File: config.mk
export PLATFORM = sky130hd
export DESIGN_NAME = enigma_key_stepper
export DESIGN_NICKNAME = d
export VERILOG_FILES = /design/src/rtl/enigma_pkg.sv /design/src/rtl/enigma_plugboard.sv /design/src/rtl/enigma_key_stepper.sv
export SDC_FILE = /design/constraint.sdc
export NUM_CORES = 1
export LEC_CHECK = 0
export ABC_AREA = 1
export CAP_MARGIN = 20
export CORE_MARGIN = 4
export CORE_UTILIZATION = 63
export DETAILED_ROUTE_END_ITERATION = 10
export GPL_TIMING_DRIVEN = 1
export HOLD_SLACK_MARGIN = 0.02
export PLACE_DENSITY_LB_ADDON = 0.2
export SYNTH_ARGS = -nofsm -noshare
export SYNTH_HDL_FRONTEND = slang
export SYNTH_SLANG_ARGS = --single-unit
File: constraint.sdc
create_clock -name clk -period 1.9 [get_ports clk]
set_input_delay 0.285 -clock clk [delete_from_list [all_inputs] [get_ports clk]]
set_output_delay 0.285 -clock clk [all_outputs]
set_load 0.05 [all_outputs]
File: src/rtl/enigma_pkg.sv
// Shared types, constants and mod-26 helpers for the Enigma front stage.
package enigma_pkg;

  localparam int ALPHA = 26;

  typedef logic [4:0] letter_t;

  localparam letter_t LAST       = 5'd25;
  localparam letter_t NOTCH1_DEF = 5'd16;
  localparam letter_t NOTCH2_DEF = 5'd4;

  typedef enum logic [1:0] {
    IDLE = 2'd0,
    STEP = 2'd1,
    OUT  = 2'd2
  } state_t;

  // Advance one position with the 25 -> 0 wrap.
  function automatic letter_t inc26(input letter_t v);
    return (v >= LAST) ? 5'd0 : v + 5'd1;
  endfunction

  function automatic letter_t clamp26(input letter_t v);
    return (v > LAST) ? LAST : v;
  endfunction

endpackage

File: src/rtl/enigma_plugboard.sv
// Plugboard: 26-entry involution table with a symmetric pair-write port and
// a combinational lookup.
module enigma_plugboard
  import enigma_pkg::*;
(
  input  logic    clk,
  input  logic    rst_n,
  input  logic    we_i,
  input  letter_t a_i,
  input  letter_t b_i,
  input  letter_t idx_i,
  output letter_t val_o
);

  letter_t tab [ALPHA];
  letter_t part_a;
  letter_t part_b;
  logic    wr_ok;

  assign wr_ok  = we_i && (a_i <= LAST) && (b_i <= LAST);
  assign part_a = tab[clamp26(a_i)];
  assign part_b = tab[clamp26(b_i)];
  assign val_o  = (idx_i > LAST) ? LAST : tab[idx_i];

  for (genvar gi = 0; gi < ALPHA; gi++) begin : g_ent
    letter_t ent_q;
    letter_t ent_d;

    // New pair wins over the old partners reverting to themselves.
    always_comb begin
      ent_d = ent_q;
      if (wr_ok) begin
        if (letter_t'(gi) == a_i)
          ent_d = b_i;
        else if (letter_t'(gi) == b_i)
          ent_d = a_i;
        else if (letter_t'(gi) == part_a || letter_t'(gi) == part_b)
          ent_d = letter_t'(gi);
      end
    end

    always_ff @(posedge clk or negedge rst_n) begin
      if (!rst_n) ent_q <= letter_t'(gi);
      else        ent_q <= ent_d;
    end

    assign tab[gi] = ent_q;
  end

endmodule

File: src/rtl/enigma_key_stepper.sv
// Enigma front stage: plugboard swap plus rotor-1/rotor-2 stepping FSM.
// Define ENIGMA_DOUBLE_STEP_EN to enable the rotor-2 double-step anomaly.
module enigma_key_stepper
  import enigma_pkg::*;
#(
  parameter letter_t NOTCH1 = NOTCH1_DEF,
  parameter letter_t NOTCH2 = NOTCH2_DEF
) (
  input  logic       clk,
  input  logic       rst_n,
  input  logic       in_valid,
  input  logic [4:0] in_letter,
  output logic       in_ready,
  input  logic       cfg_we,
  input  logic [4:0] cfg_a,
  input  logic [4:0] cfg_b,
  input  logic       pos_load,
  input  logic [4:0] pos1_init,
  input  logic [4:0] pos2_init,
  output logic       out_valid,
  input  logic       out_ready,
  output logic [4:0] out_letter,
  output logic [4:0] out_pos1,
  output logic [4:0] out_pos2,
  output logic       out_err
);

`ifdef ENIGMA_DOUBLE_STEP_EN
  localparam bit DBL_EN = 1'b1;
`else
  localparam bit DBL_EN = 1'b0;
`endif

  state_t  state_q;
  letter_t letter_q;
  letter_t pos1_q;
  letter_t pos2_q;
  logic    err_q;
  logic    valid_q;
  letter_t plug_val;
  logic    plug_we;
  logic    key_bad;
  logic    carry;

  assign in_ready = (state_q == IDLE) && !pos_load && !cfg_we;
  assign plug_we  = (state_q == IDLE) && cfg_we && !pos_load;
  assign key_bad  = in_letter > LAST;
  // Either condition steps rotor 2 exactly once.
  assign carry    = (pos1_q == NOTCH1) || (DBL_EN && (pos2_q == NOTCH2));

  enigma_plugboard u_plug (
    .clk   (clk),
    .rst_n (rst_n),
    .we_i  (plug_we),
    .a_i   (cfg_a),
    .b_i   (cfg_b),
    .idx_i (in_letter),
    .val_o (plug_val)
  );

  always_ff @(posedge clk or negedge rst_n) begin
    if (!rst_n) begin
      state_q  <= IDLE;
      letter_q <= '0;
      pos1_q   <= '0;
      pos2_q   <= '0;
      err_q    <= 1'b0;
      valid_q  <= 1'b0;
    end else begin
      case (state_q)
        IDLE: begin
          if (pos_load) begin
            pos1_q <= clamp26(pos1_init);
            pos2_q <= clamp26(pos2_init);
          end else if (!cfg_we && in_valid) begin
            letter_q <= key_bad ? LAST : plug_val;
            err_q    <= key_bad;
            state_q  <= STEP;
          end
        end
        STEP: begin
          if (!err_q) begin
            pos1_q <= inc26(pos1_q);
            if (carry) pos2_q <= inc26(pos2_q);
          end
          valid_q <= 1'b1;
          state_q <= OUT;
        end
        OUT: begin
          if (out_ready) begin
            valid_q <= 1'b0;
            state_q <= IDLE;
          end
        end
        default: state_q <= IDLE;
      endcase
    end
  end

  assign out_valid  = valid_q;
  assign out_letter = letter_q;
  assign out_pos1   = pos1_q;
  assign out_pos2   = pos2_q;
  assign out_err    = err_q;

endmodule
==> results of run 1 <==
logic make-up after synthesis:
logic type,after synthesis
DFF,149
buffers and inverters,359
and+or+nand+nor,1340
AOI/OAI and AO/OA,305
xor gates and xnor gates,4
adders and majority gates,5
cell usage after synthesis, types with 5 or more instances:
cell type and number:
nor2_1 167, nor2_4 5, buf_1 5, a22oi_1 8
nand2_2 33, nand3b_1 5, o22ai_1 104, o2111ai_1 10
buf_2 25, o21ai_0 89, o211ai_1 22, inv_2 13
nor2_2 14, inv_1 217, buf_6 12, buf_4 13
nand3_1 454, nand2_1 625, nor3_1 5, a21oi_1 50
dfstp_2 57, clkbuf_1 71, nand3_2 26, dfrtp_1 92
ha_1 5
through the flow:
stage / setup TNS [ps] / instances
after floorplan: -16950 / 2162
after global placement: -162490 / 2733
after detailed placement: -167970 / 2733
after CTS: -18300 / 2840
repair_timing:
item                                    4_1_cts
buffers inserted                             66
gates resized for setup                     383
hold buffers                                  1
endpoints found under the hold margin        26
endpoints found under the setup margin      145
pin swaps                                   113
gates cloned                                  9
metal layers:
metal	GRT usage (%)	overflow
met5	43.3	0
met4	89.7	98
met3	74.3	1
met2	96.0	99
met1	83.1	0
==> flow_results.org, run 1 <==
** Outcome
- Status :: stopped before the end
- The flow stopped in global routing (5_1_grt).
- The tool reported: "[ERROR GRT-0116] Global routing finished with congestion. Check the congestion regions in the DRC Viewer".

** Floorplan
- Row generation in the floorplan step produced 52 rows.
- Measured along the x axis, the die boundary spans between 150 and 200 um.
- The initial utilization of the core area, before any placement, comes to about 65%.
- Total I/O pin count :: 49
- Die Y-Extent :: 153 um

** Clocking
- Clock H-tree levels :: 4
- Clock root buffer master :: clkbuf_16
- Total clock buffers created by CTS :: 17
- TritonCTS sink count :: between 100 and 150
- The longest clock path from root to sink contains 2 buffers.

** Yosys
- The share of the Yosys chip area taken by registers is 28.7%.
- In this run the mean area of a mapped cell was between 6 and 7 sq um.
- Area share of the largest cell type after synthesis :: roughly 18%
- Counting flops and latches in the post-synthesis netlist gives around 150.
- Dominant cells by area after synthesis :: nand2_1, dfrtp_1, nand3_1
- By area, the combinational part of the netlist is dominated by simple AND/OR/NAND/NOR gates.
- The mapped netlist covers 0.0132 sq mm.
- Measured against the total synthesized area, the mux share comes to 0%.
- Among all flip-flop cells after synthesis, the most frequent one is dfrtp_1.
- Number of synthesized flops with an enable pin :: 0
- Library cell with the largest summed area after synthesis :: nand2_1
- Warnings, synthesis :: 0
- In the synthesized netlist, the number of instances is about 2200.
- Basic-gate share of the synthesized area counting and, or, nand and nor cells :: between 40% and 50%
- Synth Area in Adders :: less than 1%
- The number of nets in the synthesized netlist is around 2200.
- Synth unique cells :: 42
- Share of synthesized flip-flops with an asynchronous set or reset :: 100%
- Summing the areas of all xor and xnor instances in the mapped netlist gives less than 1% of the synthesized area.
- Compound-gate portion of the synthesized area :: 13.9%

** Place
- After detailed placement, the total cell area comes to roughly 0.017 sq mm.
- RePlAce Congestion :: ~1.2
- HPWL Detailed :: about 48000 um
- Input and output buffers added on the ports amount to between 40 and 50.
- Timing analysis after detailed placement gives a worst setup slack of -1420 ps.

** Global route
- Overall Global Routing Usage :: 84.7%
- Via count of the first global-routing pass :: between 20000 and 30000
- For this run the aggregate overflow at the end of global routing stands at 198.
- The first global-routing pass estimated around 150000 um of wire.
- Largest net degree at the start of global routing :: 44
==> run 2, diff against run 1 <==
CORE_UTILIZATION = 40   (was 63)
HOLD_SLACK_MARGIN = unset   (was 0.02)
PLACE_DENSITY_LB_ADDON = 0.15   (was 0.2)
==> run 2 against run 1 <==
The flow now finishes, with violations (negative setup slack); synthesized cell count unchanged; area after synthesis unchanged.
==> flow_results.org, run 2 <==
** Outcome
- The run finished, with violations left.
- The checks that failed: negative setup slack.

** Global route
- Total congestion overflow after global routing :: 0
- The global routing stage identified its most utilized layer as met2.
- Via count of the first global-routing pass :: 17850
- Entering global routing, the biggest net connects 46 pins.
- Global routing used 12.8% of the available met3 tracks.
- Global routing used about two fifths of the available tracks across all layers.
- Global routing consumed, on the met1 layer, roughly 54% of the routing resources.
- The number of antenna violations at the first check in global routing is 0.
- GR Util met2 :: 60.8%
- The first global-routing pass estimated roughly 110000 um of wire.

** Yosys
- The post-synthesis xor/xnor area fraction was 0.265% (unchanged).
- Area share of the largest cell type after synthesis :: 17.7% (unchanged)
- In the synthesized netlist the dominant register cell turns out to be dfrtp_1.
- The synthesized flop and latch total is 149 (unchanged).
- Warnings, synthesis :: 0 (unchanged)
- Average instance area after synthesis :: 6.11 sq um (unchanged)
- Share of synthesized flip-flops with an asynchronous set or reset :: 100% (unchanged)
- By area the synthesized netlist is led by nand2_1, dfrtp_1, nand3_1.
- Counting instances in the post-synthesis netlist gives the leading cell types as nand2_1, nand3_1, inv_1.
- Yosys instantiated no cell more often than nand2_1.
- Synth Area in Adders :: 0.473% (unchanged)
- Library cell with the largest summed area after synthesis :: nand2_1
- The cell count after synthesis was 2162 (unchanged).
- Number of nets produced by synthesis :: 2198 (unchanged)
- The register area share after synthesis is 28.7% (unchanged).
- The simple logic cell fraction of the synthesized area is 45.2% (unchanged).
- Largest family of logic cells by synthesized area :: simple AND/OR/NAND/NOR gates
- The complex-gate fraction of the synthesized area was 13.9% (unchanged).
- The number of enable flip-flop cells after synthesis was 0 (unchanged).
- Synthesized cell area :: 0.0132 sq mm (unchanged)
- The proportion of synthesized area in mux cells came to 0% (unchanged).
- Synth unique cells :: 42 (unchanged)

** Cells and area
- The register with the most flip-flops in the layout has 130 of them.
- In the final layout, the share of cells above drive strength 1 is around 44%.
- Antenna cell count :: 0
- Final nets :: about 2700
- Top library cells by usage in the layout, fill and taps aside :: nand2_1, buf_4, nand3_1
- The filler cells instantiated in the layout total 2869.
- Ranked by flip-flop count, first place goes to u_plug.g_ent.ent_q.
- Summing all non-filler instances in the final layout gives an area of about 0.022 sq mm.
- Synth-to-layout area growth :: 68.0%
- Leading cell type in the layout, fill and taps excluded :: nand2_1
- Once layout is complete, the utilization of the core stands at about 68%.

** Timing
- Final Hold Viols :: 0
- Slew of the pin with the lowest slew margin :: 511 ps
- The clock arrives with 9.39 ps of skew.
- Min Clock Period, post-route :: 2270 ps
- Maximum clock frequency :: 0.440 GHz
- Worst setup slack after layout :: -372 ps
- Number of max-slew violations in the final report :: 0
- Post-route worst hold slack :: 283 ps
- Measured against its own limit, the worst slew margin works out to between 60% and 70%.
- In the final timing run, aggregate negative setup slack is -35240 ps.
- Final Setup Violations :: 130
- The final critical path takes up 120% of the cycle.
- Setup repair after global routing could not meet its margin everywhere.

** Place
- I/O Buffers :: 48 (unchanged)
- HPWL Detailed :: 53700 um (+12%)
- The final weighted congestion in routability-driven placement was 1.05 (-13%).
- DP Area :: 0.0177 sq mm (+3.8%)

** Critical path
- Critical Path AT :: approximately 2600 ps
- Along the worst path, the maximum fanout reaches 6.
- Worst setup path startpoint :: cfg_b[2]
- In this run the critical register-to-register path is captured at u_plug.g_ent[3].ent_q[3].
- The critical path in this run is classified as input port to flip-flop.
- The worst register-to-register path has a setup slack of -340 ps.
- The startpoint identified for the worst register-to-register timing path is u_plug.g_ent[6].ent_q[1].
- Kind of end point of the critical path :: flip-flop
- Kind of launch point of the worst setup path :: input port
- Depth of the worst register-to-register path :: 15
- For the worst setup path, the data required time is roughly 2300 ps.
- Following the worst setup path forward leads to its endpoint at u_plug.g_ent[13].ent_q[1].

** Clocking
- TritonCTS sink count :: 149 (unchanged)
- Total clock buffers created by CTS :: 17 (unchanged)
- Clock latency on the worst-skew pair :: 460 ps
- Clock H-tree levels :: 4 (unchanged)
- Clock root buffer master :: clkbuf_16
- CTS clock-pin slew for the worst setup and hold paths :: approximately 70 ps
- TritonCTS built the clock tree.
- The maximum number of buffers from clock root to sink was 2 (unchanged).

** Drt
- The detail route stage leaves a number of antenna-violating nets equal to 0.
- The first TritonRoute pass finished after 6 iterations.
- Wire length per cell after detailed routing :: around 25 um
- After detailed routing, the number of vias per cell comes to around 6.
- Total number of vias :: between 15000 and 20000
- DRC violations left :: 0
- For this block, the routed nets add up to roughly 77000 um of wire.
- In this run, the number of DRC markers left after iteration 0 of detailed routing was roughly 2300.

** Pwr
- In this run the power density over the cells is roughly 800 mW/mm^2.
- The worst-case IR drop observed on VDD is 0.807 mV.
- For this design the static power due to leakage is 10.5 nW.

** Floorplan
- Die Y-Extent :: 190 um (+24%)
- The floorplan row count was 66 (+27%).
- Total I/O pin count :: 49 (unchanged)
- Area enclosed by the die boundary :: between 0.03 and 0.04 sq mm
- The total area inside the core boundary comes to ~0.033 sq mm.
- The starting density of the core is 40.6% (-24 points).
- The horizontal extent of the die came to 190 um (+24%).

** Flow run
- Max-cap violations in this run came to 0.

** Min path
- The path class of the tightest hold or removal check is input port to async pin.
## run 2: cell counts after synthesis
Identical to the previous run, type by type.
## run 2: metrics by stage
stage	power, mW	std cells	worst slack (ps)
after floorplan	8.45	2162	-169
after global placement	11.9	2959	-1470
after detailed placement	11.9	2959	-1440
after CTS	16.6	3073	-267
after global routing	18.5	3096	-430
final	17.7	3096	-372
## run 2: power breakdown
| group | total [mW] | internal [mW] | switching [mW] |
|---|---|---|---|
| clock | 3.44 | 1.84 | 1.60 |
| sequential | 5.24 | 4.38 | 0.850 |
| combinational | 9.04 | 3.79 | 5.25 |
## run 2: routing by layer
layer | share of wire, % | routed length, um
met1 | 39 | 29500
met2 | 42 | 31800
met3 | 13 | 9740
met4 | 7.2 | 5520
met5 | 0 | 0
## run 2: worst min-delay path by stage
stage               startpoint     endpoint  slack (ps)  cells past startpoint
global placement         rst_n  out_pos1[0]         210                      1
floorplan                rst_n      out_err         -10                      0
finish                   rst_n    out_valid         280                      2
CTS                      rst_n    out_valid         300                      2
detailed placement       rst_n    out_valid         220                      1
global route             rst_n    out_valid         310                      2
## run 2: timing repair
action	CTS	global route
pin swaps	123	161
gates cloned	15	0
hold buffers	1	0
gates resized for setup	430	304
buffers inserted	69	32
setup endpoints to repair	145	136
hold endpoints to repair	26	0
## run 2: logic make-up after synthesis
| kind of cell | count (synthesis) |
|---|---|
| xor gates and xnor gates | 4 |
| DFF | 149 |
| and+or+nand+nor | 1340 |
| adders and majority gates | 5 |
| buffers and inverters | 359 |
| AOI/OAI and AO/OA | 305 |
## run 2: area by class of cell
class	count	area, sq um	area share [%]
clock buffer	17	425	1.92
sequential	149	3800	17.1
tap	442	553	2.49
multi-input combinational	1655	10600	47.6
clock inverter	15	150	0.676
inverter	233	967	4.35
timing repair buffer	585	5740	25.8
## run 2: worst max-delay path, stage by stage
cell and delay, ps:
buf_8 100, buf_8 130, nor2_4 120, nor2_4 50
buf_6 120, nor2_4 150, buf_12 140, buf_12 110
buf_6 100, nand3_4 90, nand2_4 90, buf_6 90
nand2_2 40, nand2_2 90, nand2_4 80, buf_12 130
nor2_4 190, nand3_2 130, nand3_4 140, nand2_4 110
nand2_2 90, nand2_1 50
Note: power is estimated with default switching activity, not from simulation.
